**config.mk**
```make
export PLATFORM = sky130hd
export DESIGN_NAME = serv_rf_ram_bridge
export DESIGN_NICKNAME = d
export VERILOG_FILES = /design/src/rtl/serv_rf_ram_bridge_pkg.sv /design/src/rtl/serv_rf_shreg.sv /design/src/rtl/serv_rf_ram_bridge.sv
export SDC_FILE = /design/constraint.sdc
export NUM_CORES = 1
export LEC_CHECK = 0
export ABC_AREA = 1
export BUFFER_PORTS_ARGS = -buffer_cell sky130_fd_sc_hd__clkbuf_2
export CAP_MARGIN = 20
export CORE_ASPECT_RATIO = 0.7
export CORE_UTILIZATION = 46
export DETAILED_ROUTE_END_ITERATION = 8
export PLACE_DENSITY = 0.86
export SLEW_MARGIN = 20
export SYNTH_ARGS = -nofsm -noshare
export SYNTH_HDL_FRONTEND = slang
export SYNTH_SLANG_ARGS = --single-unit
```
**constraint.sdc**
```tcl
create_clock -name i_clk -period 1.3 [get_ports i_clk]
set_clock_uncertainty 0.1 [all_clocks]
set_input_delay 0.065 -clock i_clk [delete_from_list [all_inputs] [get_ports i_clk]]
set_output_delay 0.065 -clock i_clk [all_outputs]
set_load 0.01 [all_outputs]
```
**src/rtl/serv_rf_ram_bridge_pkg.sv**
```systemverilog
// Shared definitions for the serial register-file RAM bridge.
//   REG_IDX_W : width of a register index (x0..x31 plus CSR registers)
//   CSR_BASE  : first index above the integer registers
//   RF_LAT    : cycles from request acceptance to the o_ready pulse
//   PASS_LEN  : bits streamed per register access
package serv_rf_ram_bridge_pkg;

    localparam int REG_IDX_W = 6;
    localparam int CSR_BASE  = 32;
    localparam int RF_LAT    = 2;
    localparam int PASS_LEN  = 32;
    localparam int CNT_W     = 6;

    // Pass-counter values (pcnt = 0 in the first cycle after acceptance).
    // Serial bits occupy pcnt RF_LAT .. RF_LAT+PASS_LEN-1; the last port 1
    // word write lands two cycles after the final bit.
    localparam logic [CNT_W-1:0] PCNT_STREAM_END = CNT_W'(PASS_LEN + RF_LAT - 1);
    localparam logic [CNT_W-1:0] PCNT_DRAIN_END  = CNT_W'(PASS_LEN + RF_LAT + 1);

    typedef enum logic [1:0] {
        ST_IDLE  = 2'd0,
        ST_PASS  = 2'd1,
        ST_DRAIN = 2'd2
    } rf_state_e;

endpackage

```
**src/rtl/serv_rf_shreg.sv**
```systemverilog
// WIDTH-bit parallel-load / serial-out register (LSB first).
//   clk_i, rst_ni : clock, synchronous active-low reset
//   load_i        : load data_i this cycle, otherwise shift right by one
//   data_i        : parallel load value
//   bit_o         : current serial bit (register LSB)
module serv_rf_shreg #(
    parameter int WIDTH = 2
) (
    input  logic             clk_i,
    input  logic             rst_ni,
    input  logic             load_i,
    input  logic [WIDTH-1:0] data_i,
    output logic             bit_o
);

    logic [WIDTH-1:0] data_q, data_d;

    always_comb begin
        data_d = load_i ? data_i : {1'b0, data_q[WIDTH-1:1]};
    end

    always_ff @(posedge clk_i) begin
        if (!rst_ni) begin
            data_q <= '0;
        end else begin
            data_q <= data_d;
        end
    end

    assign bit_o = data_q[0];

endmodule

```
**src/rtl/serv_rf_ram_bridge.sv**
```systemverilog
// Bridge between the bit-serial register-file request interface and a
// WIDTH-bit synchronous RAM. One request runs one 32-bit pass with two
// serial read ports and two serial write ports.
//   i_clk, i_rst_n           : clock, synchronous active-low reset
//   i_rreq / i_wreq          : start a read pass / a write-only pass
//   o_ready                  : one-cycle pulse, serial data starts next cycle
//   i_rreg0/1, o_rdata0/1    : read port indices and serial read data
//   i_wreg0/1, i_wen0/1,
//   i_wdata0/1               : write port indices, enables, serial data
//   o_raddr/o_ren/i_rdata    : RAM read side (data one cycle after o_ren)
//   o_waddr/o_wdata/o_wen    : RAM write side
//   o_dbg_state              : current FSM state
//
// Handshake: i_rreq/i_wreq are start strobes sampled only in IDLE; anything
// asserted while a pass is running is dropped. There is no backpressure:
// o_ready pulses exactly once per accepted request, RF_LAT cycles after
// acceptance, and the serial data follows on the next cycle.
module serv_rf_ram_bridge
    import serv_rf_ram_bridge_pkg::*;
#(
    parameter  int WIDTH    = 2,
    parameter  int CSR_REGS = 4,
    localparam int DEPTH    = PASS_LEN * (CSR_BASE + CSR_REGS) / WIDTH,
    localparam int AW       = $clog2(DEPTH)
) (
    input  logic             i_clk,
    input  logic             i_rst_n,
    input  logic             i_rreq,
    input  logic             i_wreq,
    output logic             o_ready,
    input  logic [5:0]       i_rreg0,
    input  logic [5:0]       i_rreg1,
    output logic             o_rdata0,
    output logic             o_rdata1,
    input  logic [5:0]       i_wreg0,
    input  logic [5:0]       i_wreg1,
    input  logic             i_wen0,
    input  logic             i_wen1,
    input  logic             i_wdata0,
    input  logic             i_wdata1,
    output logic [AW-1:0]    o_raddr,
    output logic             o_ren,
    input  logic [WIDTH-1:0] i_rdata,
    output logic [AW-1:0]    o_waddr,
    output logic [WIDTH-1:0] o_wdata,
    output logic             o_wen,
    output logic [1:0]       o_dbg_state
);

    localparam int LW = $clog2(WIDTH);

    // RAM address = {register index, bit position >> LW}
    function automatic logic [AW-1:0] make_addr(input logic [5:0] r, input logic [4:0] b);
        return AW'({r, b} >> LW);
    endfunction

    rf_state_e            state_q, state_d;
    logic [CNT_W-1:0]     pcnt_q, pcnt_d;
    logic                 is_read_q, is_read_d;
    logic [REG_IDX_W-1:0] rreg0_q, rreg0_d, rreg1_q, rreg1_d;
    logic [REG_IDX_W-1:0] wreg0_q, wreg0_d, wreg1_q, wreg1_d;
    logic                 rtrig0_q, rtrig0_d, rtrig1_q, rtrig1_d;
    logic [WIDTH-1:0]     wsh0_q, wsh0_d, wsh1_q, wsh1_d, hold1_q, hold1_d;
    logic                 wtrig0_q, wtrig0_d, wtrig1a_q, wtrig1a_d, wtrig1_q, wtrig1_d;

    logic                 accept, streaming, ren0, ren1, wlast;
    logic [CNT_W-1:0]     wcnt;
    logic [4:0]           wbit;
    logic                 sh0_bit, sh1_bit;

    // ---------------- state register ----------------
    always_ff @(posedge i_clk) begin
        if (!i_rst_n) begin
            state_q   <= ST_IDLE;
            pcnt_q    <= '0;
            is_read_q <= 1'b0;
            rreg0_q   <= '0;
            rreg1_q   <= '0;
            wreg0_q   <= '0;
            wreg1_q   <= '0;
            rtrig0_q  <= 1'b0;
            rtrig1_q  <= 1'b0;
            wsh0_q    <= '0;
            wsh1_q    <= '0;
            hold1_q   <= '0;
            wtrig0_q  <= 1'b0;
            wtrig1a_q <= 1'b0;
            wtrig1_q  <= 1'b0;
        end else begin
            state_q   <= state_d;
            pcnt_q    <= pcnt_d;
            is_read_q <= is_read_d;
            rreg0_q   <= rreg0_d;
            rreg1_q   <= rreg1_d;
            wreg0_q   <= wreg0_d;
            wreg1_q   <= wreg1_d;
            rtrig0_q  <= rtrig0_d;
            rtrig1_q  <= rtrig1_d;
            wsh0_q    <= wsh0_d;
            wsh1_q    <= wsh1_d;
            hold1_q   <= hold1_d;
            wtrig0_q  <= wtrig0_d;
            wtrig1a_q <= wtrig1a_d;
            wtrig1_q  <= wtrig1_d;
        end
    end

    // ---------------- next-state logic ----------------
    always_comb begin
        state_d = state_q;
        unique case (state_q)
            ST_IDLE:  if (i_rreq || i_wreq)          state_d = ST_PASS;
            ST_PASS:  if (pcnt_q == PCNT_STREAM_END) state_d = ST_DRAIN;
            ST_DRAIN: if (pcnt_q == PCNT_DRAIN_END)  state_d = ST_IDLE;
            default:                                 state_d = ST_IDLE;
        endcase
    end

    // ---------------- datapath next values ----------------
    always_comb begin
        accept    = (state_q == ST_IDLE) && (i_rreq || i_wreq);
        streaming = (state_q == ST_PASS) && (pcnt_q >= CNT_W'(RF_LAT));
        // Port 0 reads the word on the first cycle of each WIDTH slot, port 1
        // on the second, so the single read port is time-shared.
        ren0 = (state_q == ST_PASS) && is_read_q && (pcnt_q < CNT_W'(PASS_LEN))
               && (pcnt_q[LW-1:0] == '0);
        ren1 = (state_q == ST_PASS) && is_read_q && (pcnt_q < CNT_W'(PASS_LEN))
               && (pcnt_q[LW-1:0] == LW'(1));
        // wcnt is the serial bit number being sampled this cycle.
        wcnt  = pcnt_q - CNT_W'(RF_LAT);
        wlast = &wcnt[LW-1:0];
        // At a write cycle wcnt has moved past the word; step back one word.
        wbit  = 5'(wcnt - CNT_W'(WIDTH));

        pcnt_d    = (state_q == ST_IDLE) ? '0 : pcnt_q + CNT_W'(1);
        is_read_d = accept ? i_rreq  : is_read_q;
        rreg0_d   = accept ? i_rreg0 : rreg0_q;
        rreg1_d   = accept ? i_rreg1 : rreg1_q;
        wreg0_d   = accept ? i_wreg0 : wreg0_q;
        wreg1_d   = accept ? i_wreg1 : wreg1_q;
        rtrig0_d  = ren0;
        rtrig1_d  = ren1;

        wsh0_d    = streaming ? {i_wdata0, wsh0_q[WIDTH-1:1]} : wsh0_q;
        wsh1_d    = streaming ? {i_wdata1, wsh1_q[WIDTH-1:1]} : wsh1_q;
        // Port 1 is written one cycle after port 0, by which time its shift
        // register already holds the next word's first bit; park the word.
        hold1_d   = (streaming && wlast) ? {i_wdata1, wsh1_q[WIDTH-1:1]} : hold1_q;
        wtrig0_d  = streaming && wlast && i_wen0;
        wtrig1a_d = streaming && wlast && i_wen1;
        wtrig1_d  = wtrig1a_q;
    end

    // Port 1 data arrives in the same cycle as its first serial bit, so that
    // bit bypasses the shift register and only the upper bits are loaded.
    serv_rf_shreg #(.WIDTH(WIDTH)) u_shreg0 (
        .clk_i  (i_clk),
        .rst_ni (i_rst_n),
        .load_i (rtrig0_q),
        .data_i (i_rdata),
        .bit_o  (sh0_bit)
    );

    serv_rf_shreg #(.WIDTH(WIDTH)) u_shreg1 (
        .clk_i  (i_clk),
        .rst_ni (i_rst_n),
        .load_i (rtrig1_q),
        .data_i ({1'b0, i_rdata[WIDTH-1:1]}),
        .bit_o  (sh1_bit)
    );

    // ---------------- outputs ----------------
    always_comb begin
        o_ready     = (state_q == ST_PASS) && (pcnt_q == CNT_W'(RF_LAT - 1));
        o_ren       = ren0 || ren1;
        o_raddr     = ren1 ? make_addr(rreg1_q, pcnt_q[4:0]) : make_addr(rreg0_q, pcnt_q[4:0]);
        // x0 reads as zero and is never written.
        o_rdata0    = streaming && is_read_q && (|rreg0_q) && sh0_bit;
        o_rdata1    = streaming && is_read_q && (|rreg1_q) && (rtrig1_q ? i_rdata[0] : sh1_bit);
        o_wen       = (wtrig0_q && (|wreg0_q)) || (wtrig1_q && (|wreg1_q));
        o_waddr     = wtrig1_q ? make_addr(wreg1_q, wbit) : make_addr(wreg0_q, wbit);
        o_wdata     = wtrig1_q ? hold1_q : wsh0_q;
        o_dbg_state = state_q;
    end

endmodule

```
# Yosys cells after proc, flatten, opt, wreduce, memory -nomap -nowiden
# Index checks and enable logic that the tools add are counted.
[totals] inputBits=34 output_inout_bits=29 word_cells=71 regBits=48
[classes] addsub=3 reduce_logical=28 magnitude_cmp=2 n_eq_ne=8 muxes=10 bitwise_logic=2
[ops] cell="$reduce_or A6 Y1" n=4
[ops] cell="$mux W10" n=2
[ops] cell="$logic_and A1 B1 Y1" n=17
[ops] cell="$eq A6 B6 Y1 const B" n=2
[ops] cell="$sub A5 B2 Y5 const B" n=2
[ops] cell="$mux W2" n=4
[ops] cell="$add A6 B1 Y6 const B" n=1
[ops] cell="$eq A6 B1 Y1 const B" n=1
[ops] cell="$ge A6 B2 Y1 const B" n=1
[ops] cell="$lt A6 B6 Y1 const B" n=1
[ops] cell="$ne A2 B2 Y1 const B" n=3
[ops] cell="$pmux W2 S3" n=1
[ops] cell="$logic_or A1 B1 Y1" n=3
[ops] cell="$mux W1" n=3
[ops] cell="$reduce_and A3 Y1" n=1
[ops] cell="$eq A2 B1 Y1 const B" n=1
[ops] cell="$eq A2 B2 Y1 const B" n=1
[ops] cell="$logic_not A2 Y1" n=1
[ops] cell="$not A1 Y1" n=2
[ops] cell="$reduce_and A2 Y1" n=1
[ops] cell="$reduce_or A2 Y1" n=1

# Logic depth before layout (Yosys ltp)
# Gate-level depths: netlist (run 1).
[depth] word_depth=5 mapped_depth=9 ltp_nobuf=9

# Cells and area by module
# A second synthesis (run 1) with hierarchy kept.
[hier_totals] cells_unflattened=285 area_unflattened_um2=2173.3
[by_module_without_submodules] module="serv_rf_ram_bridge" area_each_um2=2038.2 seq_area_each_um2=860.8 instances=1 cells_each=269
[by_module_without_submodules] module="serv_rf_shreg" area_each_um2=67.6 seq_area_each_um2=40.0 instances=2 cells_each=8

# Worst setup path before layout (run 1)
# Ideal clock, no wire load.
[synth_timing] path_type="reg2out" start="register pcnt_q[2]" end="output o_rdata0" required_ns=1.135 arrival_time_ns=1.339 n_path_buf=0 slack_ns=-0.204 path_stages_with_launch=8 path_cell_list="dfxtp_1 -> inv_1 -> ha_1 -> nand2_1 -> nor2_1 -> nand2_2 -> nand3_1 -> nor3_1"
[synth_between] elab_chain_cells=5
[synth_rtl] item="from (decl)" line_no="serv_rf_ram_bridge.sv:58" rtl="logic [CNT_W-1:0] pcnt_q, pcnt_d;"
[synth_rtl] item="from (signal assigned)" line_no="serv_rf_ram_bridge.sv:91" rtl="pcnt_q <= pcnt_d;"
[synth_rtl] item="$ge A6 B2 Y1" line_no="serv_rf_ram_bridge.sv:122" rtl="streaming = (state_q == ST_PASS) && (pcnt_q >= CNT_W'(RF_LAT));"
[synth_rtl] item="$logic_and A1 B1 Y1" line_no="serv_rf_ram_bridge.sv:122"
[synth_rtl] item="$logic_and A1 B1 Y1 (3 in a row)" line_no="serv_rf_ram_bridge.sv:178" rtl="o_rdata0 = streaming && is_read_q && (|rreg0_q) && sh0_bit;"
[synth_rtl] item="to (decl)" line_no="serv_rf_ram_bridge.sv:33" rtl="output logic o_rdata0,"
# No other way between the ends.

# Worst setup path after layout (run 1)
[layout_timing] start="register pcnt_q[2]" end="output o_waddr[3]"
[layout_between] elab_chain_cells=3
[layout_rtl] item="$sub A5 B2 Y5" line_no="serv_rf_ram_bridge.sv:130" rtl="wcnt = pcnt_q - CNT_W'(RF_LAT);"
[layout_rtl] item="$sub A5 B2 Y5" line_no="serv_rf_ram_bridge.sv:133" rtl="wbit = 5'(wcnt - CNT_W'(WIDTH));"
[layout_rtl] item="$mux W10" line_no="serv_rf_ram_bridge.sv:181" rtl="o_waddr = wtrig1_q ? make_addr(wreg1_q, wbit) : make_addr(wreg0_q, wbit);"
[layout_rtl] item="to (decl)" line_no="serv_rf_ram_bridge.sv:44" rtl="output logic [AW-1:0] o_waddr,"
# No other way between the ends.

==> run_summary.xml, run 1 <==
<?xml version="1.0" encoding="UTF-8"?>
<metrics>
  <group name="global_routing">
    <metric name="global_route_wire_length_before_repair" unit="um">10200</metric>
    <metric name="grt_max_degree" unit="">47</metric>
    <metric name="grt_pass1_vias" unit="">2167</metric>
    <metric name="antenna_found_initial" unit="">0</metric>
    <metric name="leftover_overflow_at_the_end_of_global_routing" unit="">0</metric>
    <metric name="grt_overall_usage" unit="%">27.1</metric>
  </group>
  <group name="synthesis">
    <metric name="synth_xor_xnor_area_share" unit="%">2.06</metric>
    <metric name="synth_warnings" unit="">0</metric>
    <metric name="synth_compound_gate_area_share" unit="%">20.2</metric>
    <metric name="synthFlopType" unit="">dfxtp_1</metric>
    <metric name="syn-instance-count" unit="">281</metric>
    <metric name="synth-async-reset-ratio" unit="%">0</metric>
    <metric name="synth_adder_area_share" unit="%">4.12</metric>
    <metric name="netlist.area_leader.share" unit="%">43.3</metric>
    <metric name="yosys-top-cells-area" unit="">dfxtp_1 43%, a21oi_1 8.2%, o21ai_0 7.8%</metric>
    <metric name="synth_nets" unit="">322</metric>
    <metric name="ys_seq_area_share" unit="%">43.3</metric>
    <metric name="netlist.top_cell.by_area" unit="">dfxtp_1</metric>
    <metric name="synth_seq_cells" unit="">46</metric>
    <metric name="synth_top_family_by_area" unit="">compound AO/OA/AOI/OAI gates</metric>
    <metric name="post_synth_mux_area_share" unit="%">0</metric>
    <metric name="synth-simple-area-share" unit="%">17.8</metric>
    <metric name="synth_cell_type_count" unit="">29</metric>
    <metric name="syn-mean-instance-area" unit="um^2">7.57</metric>
    <metric name="edff_count_synth" unit="">0</metric>
    <metric name="post_synth_instance_area" unit="um^2">2130</metric>
  </group>
  <group name="timing">
    <metric name="slew-limit-headroom" unit="%">69.7</metric>
    <metric name="max_freq" unit="GHz">0.565</metric>
    <metric name="final-max-slew-violation-count" unit="">0</metric>
    <metric name="final_hold_viol_count" unit="">0</metric>
    <metric name="final_period_minus_worst_setup_slack" unit="ps">1770</metric>
    <metric name="finalSetupViolCount" unit="">53</metric>
    <metric name="fin_crit_sh" unit="%">136</metric>
    <metric name="setup_slack" unit="ps">-469</metric>
    <metric name="tightestPinTransition" unit="ps">450</metric>
    <metric name="rsz0062_at_grt" unit="">yes</metric>
  </group>
  <group name="clock_tree">
    <metric name="ctsHtreeMaxLevel" unit="">2</metric>
    <metric name="cts_tree" unit="">yes</metric>
    <metric name="clock_tree.buffer_depth" unit="">2</metric>
    <metric name="path_clk_slew" unit="ps">80</metric>
    <metric name="clock_sinks" unit="">46</metric>
    <metric name="tritoncts.num_buffers" unit="">5</metric>
    <metric name="clk_root_buffer_cell" unit="">clkbuf_8</metric>
    <metric name="clkLatencyLatePin" unit="ps">310</metric>
  </group>
  <group name="floorplan">
    <metric name="width_of_the_die" unit="um">83.3</metric>
    <metric name="die_h" unit="um">58.9</metric>
    <metric name="floorplan.rows" unit="">20</metric>
    <metric name="start_util" unit="%">48.6</metric>
    <metric name="ioPinCount" unit="">63</metric>
    <metric name="die-area" unit="um^2">4910</metric>
    <metric name="fp.coreArea" unit="um^2">4380</metric>
  </group>
  <group name="placement">
    <metric name="detailedPlace.worstSlack" unit="ps">-139</metric>
    <metric name="post-dp-hpwl" unit="um">3660</metric>
    <metric name="globalplace.congestion" unit="">0.827</metric>
    <metric name="post_dp_cell_area" unit="um^2">2620</metric>
    <metric name="numPortBuffers" unit="">62</metric>
  </group>
  <group name="critical_path">
    <metric name="cp_max_fo" unit="">3</metric>
    <metric name="crit_start_category" unit="">register</metric>
    <metric name="critical_path_class" unit="">reg2out</metric>
    <metric name="worstReg2RegStart" unit="">pcnt_q[2]</metric>
    <metric name="worst_r2r_path_depth" unit="">9</metric>
    <metric name="timing.rr.end" unit="">wtrig1_d</metric>
    <metric name="required" unit="ps">1130</metric>
    <metric name="end_kind" unit="">primary output</metric>
    <metric name="timing.reg2reg.setup_slack" unit="ps">-200</metric>
    <metric name="cp.arrival" unit="ps">1600</metric>
  </group>
  <group name="routing">
    <metric name="via_count" unit="">2409</metric>
    <metric name="post_drt_via_cell_ratio" unit="">5.24</metric>
    <metric name="drt-wirelength-per-cell" unit="um">16.2</metric>
    <metric name="drt-total-wl" unit="um">7440</metric>
    <metric name="drt_first_iter_violations" unit="">193</metric>
    <metric name="drc" unit="">0</metric>
    <metric name="dr.pass1.iters" unit="">4</metric>
    <metric name="detail-route-antenna-nets" unit="">0</metric>
  </group>
  <group name="worst_hold_path">
    <metric name="worst_hold_path_type" unit="">in2reg</metric>
    <metric name="hp-start" unit="">i_rreq</metric>
    <metric name="hold_depth" unit="">3</metric>
    <metric name="min_delay_worst_endpoint" unit="">o_dbg_state[0]</metric>
  </group>
  <group name="layout">
    <metric name="design_area" unit="um^2">3490</metric>
    <metric name="insertedDiodeCount" unit="">0</metric>
    <metric name="synthToLayoutAreaGrowth" unit="%">64.0</metric>
    <metric name="final_layout_size_suffix_gt1_share" unit="%">44.2</metric>
    <metric name="num-nets-final" unit="">445</metric>
  </group>
  <group name="pwr">
    <metric name="pwr_density_cell" unit="nW/um^2">1040</metric>
    <metric name="ir_drop" unit="mV">0.752</metric>
    <metric name="leakage" unit="nW">1.56</metric>
  </group>
  <group name="run_status">
    <metric name="violated_checks" unit="">setup timing</metric>
    <metric name="run_status" unit="">finished, violations left</metric>
  </group>
  <group name="run">
    <metric name="max_capacitance_violation_count" unit="">0</metric>
  </group>
</metrics>
cell type report:
cell class / instances / area (um^2)
Fill cell: 243 / 890
Clock buffer: 7 / 86.3
Tap cell: 55 / 68.8
Clock inverter: 1 / 5.00
Multi-Input combinational cell: 174 / 1200
Timing Repair Buffer: 133 / 1010
Inverter: 44 / 176
Sequential cell: 46 / 941
registers in the layout, summed over array words and instances, names as in the netlist, 2 cells and up:
register,flops
pcnt_q,6
rreg0_q,6
rreg1_q,6
wreg0_q,6
wreg1_q,6
hold1_q,2
o_dbg_state,2
u_shreg0.data_q,2
wsh0_q,2
cells by family (layout without fill, tap and decap cells):
logic type | count (synthesis) | in the layout
AO/OA/AOI/OAI | 79 | 79
XOR/XNOR | 5 | 5
adder cells (fa/ha/maj) | 7 | 7
buffers and inverters | 61 | 185
flip-flops | 46 | 46
AND/OR/NAND/NOR | 83 | 83
power by group:
group / internal [mW] / total (mW) / switching, mW
logic: 0.456 / 1.06 / 0.606
clock network: 0.429 / 0.920 / 0.490
registers: 1.54 / 1.63 / 0.0924
layout by cell type (no fill, tap or decap), drive strengths merged:
master,n
nor2,18
nor4,1
clkbuf,57
xor2,2
nand2,41
dlygate4sd3,33
nand4,6
dfxtp,46
nor3,7
clkinvlp,1
o21bai,2
o31ai,1
clkinv,1
buf,50
ha,7
nand3,9
nand3b,1
xnor2,3
o21ai,41
a21oi,35
inv,43
critical path, cell delays in order (launching register included):
cell and delay [ps]:
dfxtp_2 370, inv_4 60, ha_4 170, nand2_4 80
xor2_1 310, xor2_2 160, clkbuf_2 150
per-stage QoR:
stage                     util [%]  TNS, ps  hold slack [ps]  power (mW)  instances
after floorplan                  -     -342             84.2        2.12        281
after global placement        59.7     -471              199        2.38        399
after detailed placement      59.7    -1310              195        2.41        399
after CTS                     73.6    -6180             10.8        3.44        448
after global routing          79.7   -12650             34.1        3.76        460
final                         79.7    -9240             39.0        3.62        460
Yosys cell counts, types with 3 or more instances:
library cell	count
dfxtp_1	46
nor2_1	16
nor3_1	7
a21oi_1	35
nand3_1	9
buf_4	5
inv_1	40
nand4_1	6
xnor2_1	3
clkbuf_1	7
o21ai_0	33
o21ai_2	7
ha_1	7
nand2_1	39
worst max-delay path by stage:
stage,start,to,cells past startpoint
finish,pcnt_q[2],o_waddr[3],6
global route,pcnt_q[2],o_waddr[3],6
CTS,pcnt_q[2],o_rdata0,7
detailed placement,pcnt_q[2],hold1_q[0],10
global placement,pcnt_q[3],o_rdata0,8
floorplan,o_dbg_state[0],o_raddr[5],7
per-layer routing:
metal / up-vias / share of wire, % / global-route usage [%]
li1: 1153 / - / -
met3: 29 / 5.5 / 5.33
met2: 90 / 48 / 46.3
met4: 0 / 3.6 / 12.8
met1: 1137 / 43 / 33.9
met5: - / 0 / 0
what timing repair did:
| item | CTS | global route |
|---|---|---|
| pin swaps | 16 | 17 |
| resized for setup | 31 | 85 |
| endpoints found under the setup margin | 34 | 53 |
| hold buffers | 33 | 0 |
| hold endpoints to repair | 34 | 0 |
| buffers inserted | 8 | 14 |
Note: power is estimated with default switching activity, not from simulation.
==> run 2, diff against run 1 <==
--- a/config.mk
+++ b/config.mk
@@ -6,6 +6,7 @@
 export NUM_CORES = 1
 export LEC_CHECK = 0
 export ABC_AREA = 1
+export ABC_CLOCK_PERIOD_IN_PS = 1300
 export BUFFER_PORTS_ARGS = -buffer_cell sky130_fd_sc_hd__clkbuf_2
 export CAP_MARGIN = 20
 export CORE_ASPECT_RATIO = 0.7
==> constraint.sdc (replaced) <==
create_clock -name i_clk -period 1.3 [get_ports i_clk]
set_clock_uncertainty 0.1 [all_clocks]
set_input_delay 0.195 -clock i_clk [delete_from_list [all_inputs] [get_ports i_clk]]
set_output_delay 0.195 -clock i_clk [all_outputs]
set_load 0.01 [all_outputs]
==> run_summary.xml, run 2 (synthesized netlist as in run 1, its figures left out) <==
<?xml version="1.0" encoding="UTF-8"?>
<metrics>
  <group name="layout">
    <metric name="fillCellCount" unit="">207</metric>
    <metric name="num-nets-final" unit="">431</metric>
    <metric name="fin_cells" unit="">446</metric>
    <metric name="synthToLayoutAreaGrowth" unit="%">76.1</metric>
    <metric name="final_cell_mix" unit="">42 x clkbuf_2, 36 x dfxtp_1, 31 x inv_1</metric>
    <metric name="final_layout_size_suffix_gt1_share" unit="%">63.4</metric>
    <metric name="design_area" unit="um^2">3750</metric>
    <metric name="layout_commonest_cell" unit="">clkbuf_2</metric>
    <metric name="insertedDiodeCount" unit="">0</metric>
    <metric name="final_standard_cell_utilization_of_the_core" unit="%">85.6</metric>
  </group>
  <group name="routing">
    <metric name="drc" unit="">0</metric>
    <metric name="drt-total-wl" unit="um">8680</metric>
    <metric name="post_drt_via_cell_ratio" unit="">5.67</metric>
    <metric name="via_count" unit="">2527</metric>
    <metric name="drt_first_iter_violations" unit="">171</metric>
    <metric name="dr.pass1.iters" unit="">5</metric>
    <metric name="detail-route-antenna-nets" unit="">0</metric>
    <metric name="drt-wirelength-per-cell" unit="um">19.5</metric>
  </group>
  <group name="pwr">
    <metric name="pwr_density_cell" unit="nW/um^2">1120</metric>
    <metric name="report.power.total" unit="mW">4.19</metric>
    <metric name="leakage" unit="nW">1.68</metric>
    <metric name="ir_drop" unit="mV">0.765</metric>
  </group>
  <group name="critical_path">
    <metric name="cp.arrival" unit="ps">1550</metric>
    <metric name="path_cells" unit="">inv_4, nor2_4, inv_4, nor2_4, nand2_4, nand2_2, o21ai_2, buf_2</metric>
    <metric name="required" unit="ps">1000</metric>
    <metric name="cpLargestDelayFamily" unit="">simple AND/OR/NAND/NOR gates</metric>
    <metric name="end_kind" unit="">primary output</metric>
    <metric name="crit_start_category" unit="">register</metric>
    <metric name="critical_path_class" unit="">reg2out</metric>
    <metric name="cp_slowest_stage_delay" unit="ps">380</metric>
    <metric name="cp_max_fo" unit="">7</metric>
    <metric name="cp_num_buf_inv" unit="">3</metric>
    <metric name="critPathSlowestCell" unit="">dfxtp_4</metric>
  </group>
  <group name="timing">
    <metric name="slew-limit-headroom" unit="%">71.2</metric>
    <metric name="holdWs" unit="ps">33.8</metric>
    <metric name="tightestPinTransition" unit="ps">432</metric>
    <metric name="final_period_minus_worst_setup_slack" unit="ps">1850</metric>
    <metric name="final-max-slew-violation-count" unit="">0</metric>
    <metric name="fin_tns_setup" unit="ps">-15600</metric>
    <metric name="finalSetupViolCount" unit="">66</metric>
    <metric name="setup_slack" unit="ps">-549</metric>
    <metric name="rsz0062_at_grt" unit="">yes</metric>
    <metric name="fin_crit_sh" unit="%">142</metric>
    <metric name="final_hold_viol_count" unit="">0</metric>
    <metric name="max_freq" unit="GHz">0.541</metric>
  </group>
  <group name="global_routing">
    <metric name="grt_pass1_vias" unit="">2236</metric>
    <metric name="global_route_wire_length_before_repair" unit="um">10600</metric>
    <metric name="grt_max_degree" unit="">26</metric>
    <metric name="met3_usage" unit="%">5.19</metric>
    <metric name="top_usage_layer" unit="">met2</metric>
    <metric name="grt_util_met1" unit="%">35.7</metric>
    <metric name="antenna_found_initial" unit="">0</metric>
    <metric name="leftover_overflow_at_the_end_of_global_routing" unit="">0</metric>
    <metric name="grt_overall_usage" unit="%">28.5</metric>
    <metric name="globalRouteMet2Util" unit="%">49.3</metric>
  </group>
  <group name="floorplan">
    <metric name="start_util" unit="%">48.6</metric>
    <metric name="die_h" unit="um">58.9</metric>
    <metric name="ioPinCount" unit="">63</metric>
    <metric name="die-area" unit="um^2">4910</metric>
    <metric name="width_of_the_die" unit="um">83.3</metric>
    <metric name="floorplan.rows" unit="">20</metric>
    <metric name="fp.coreArea" unit="um^2">4380</metric>
  </group>
  <group name="placement">
    <metric name="cell_count_post_placement" unit="">410</metric>
    <metric name="detailedPlace.worstSlack" unit="ps">-168</metric>
    <metric name="numPortBuffers" unit="">62</metric>
    <metric name="post-dp-hpwl" unit="um">3850</metric>
    <metric name="post_dp_cell_area" unit="um^2">2740</metric>
    <metric name="globalplace.congestion" unit="">0.826</metric>
  </group>
  <group name="clock_tree">
    <metric name="cts_tree" unit="">yes</metric>
    <metric name="clock_tree.buffer_depth" unit="">2</metric>
    <metric name="clk_root_buffer_cell" unit="">clkbuf_8</metric>
    <metric name="path_clk_slew" unit="ps">100</metric>
    <metric name="clkLatencyLatePin" unit="ps">330</metric>
    <metric name="clock_sinks" unit="">46</metric>
    <metric name="tritoncts.num_buffers" unit="">5</metric>
    <metric name="ctsHtreeMaxLevel" unit="">2</metric>
  </group>
  <group name="run">
    <metric name="max_capacitance_violation_count" unit="">0</metric>
  </group>
  <group name="run_status">
    <metric name="violated_checks" unit="">setup timing</metric>
    <metric name="run_status" unit="">finished, violations left</metric>
  </group>
  <group name="worst_hold_path">
    <metric name="worst_hold_path_type" unit="">in2reg</metric>
  </group>
</metrics>
[run 2: path summary, 6_finish.rpt]
path / start / end / slack, ps / cells past startpoint
setup / recovery: o_dbg_state[0] / o_raddr[9] / -550 / 8
hold / removal: i_wdata1 / wsh1_q[1] / 30 / 3
setup reg to reg: pcnt_q[1] / pcnt_q[5] / -310 / 10
hold reg to reg: wtrig1_d / wtrig1_q / 330 / 2
[run 2: worst reg2reg max path: cells and delay by family (launching register included)]
kind                       cells  cell delay, ps
DFF                            1             400
adders and majority gates      1             150
and+or+nand+nor                3             300
AOI/OAI and AO/OA              2             170
buffers and inverters          4             400
[run 2: cell type report]
cell class / count / area [um^2] / share of cell area, %
clock inverters: 2 / 11.3 / 0.301
inverters: 44 / 180 / 4.81
flip-flops and latches: 46 / 948 / 25.3
clock buffers: 6 / 82.6 / 2.20
well taps: 55 / 68.8 / 1.84
multi-input cells: 175 / 1470 / 39.2
repair buffers: 118 / 988 / 26.4
[run 2: timing repair]
action                                  4_1_cts  5_1_grt
pin swaps                                    22       26
cloned                                        7        3
endpoints found under the setup margin       57       62
resized for setup                           111       89
hold buffers                                  2        0
buffers inserted                             10        9
hold endpoints to repair                      2        0
[run 2: power breakdown]
part | switching [mW] | internal, mW
Combinational | 0.825 | 0.748
Clock | 0.548 | 0.430
Sequential | 0.100 | 1.54
[run 2: metal layers]
layer | part of all wire [%] | vias up
met2 | 49 | 164
met1 | 38 | 1189
met3 | 8.1 | 44
met5 | 0 | -
li1 | - | 1130
met4 | 4.8 | 0
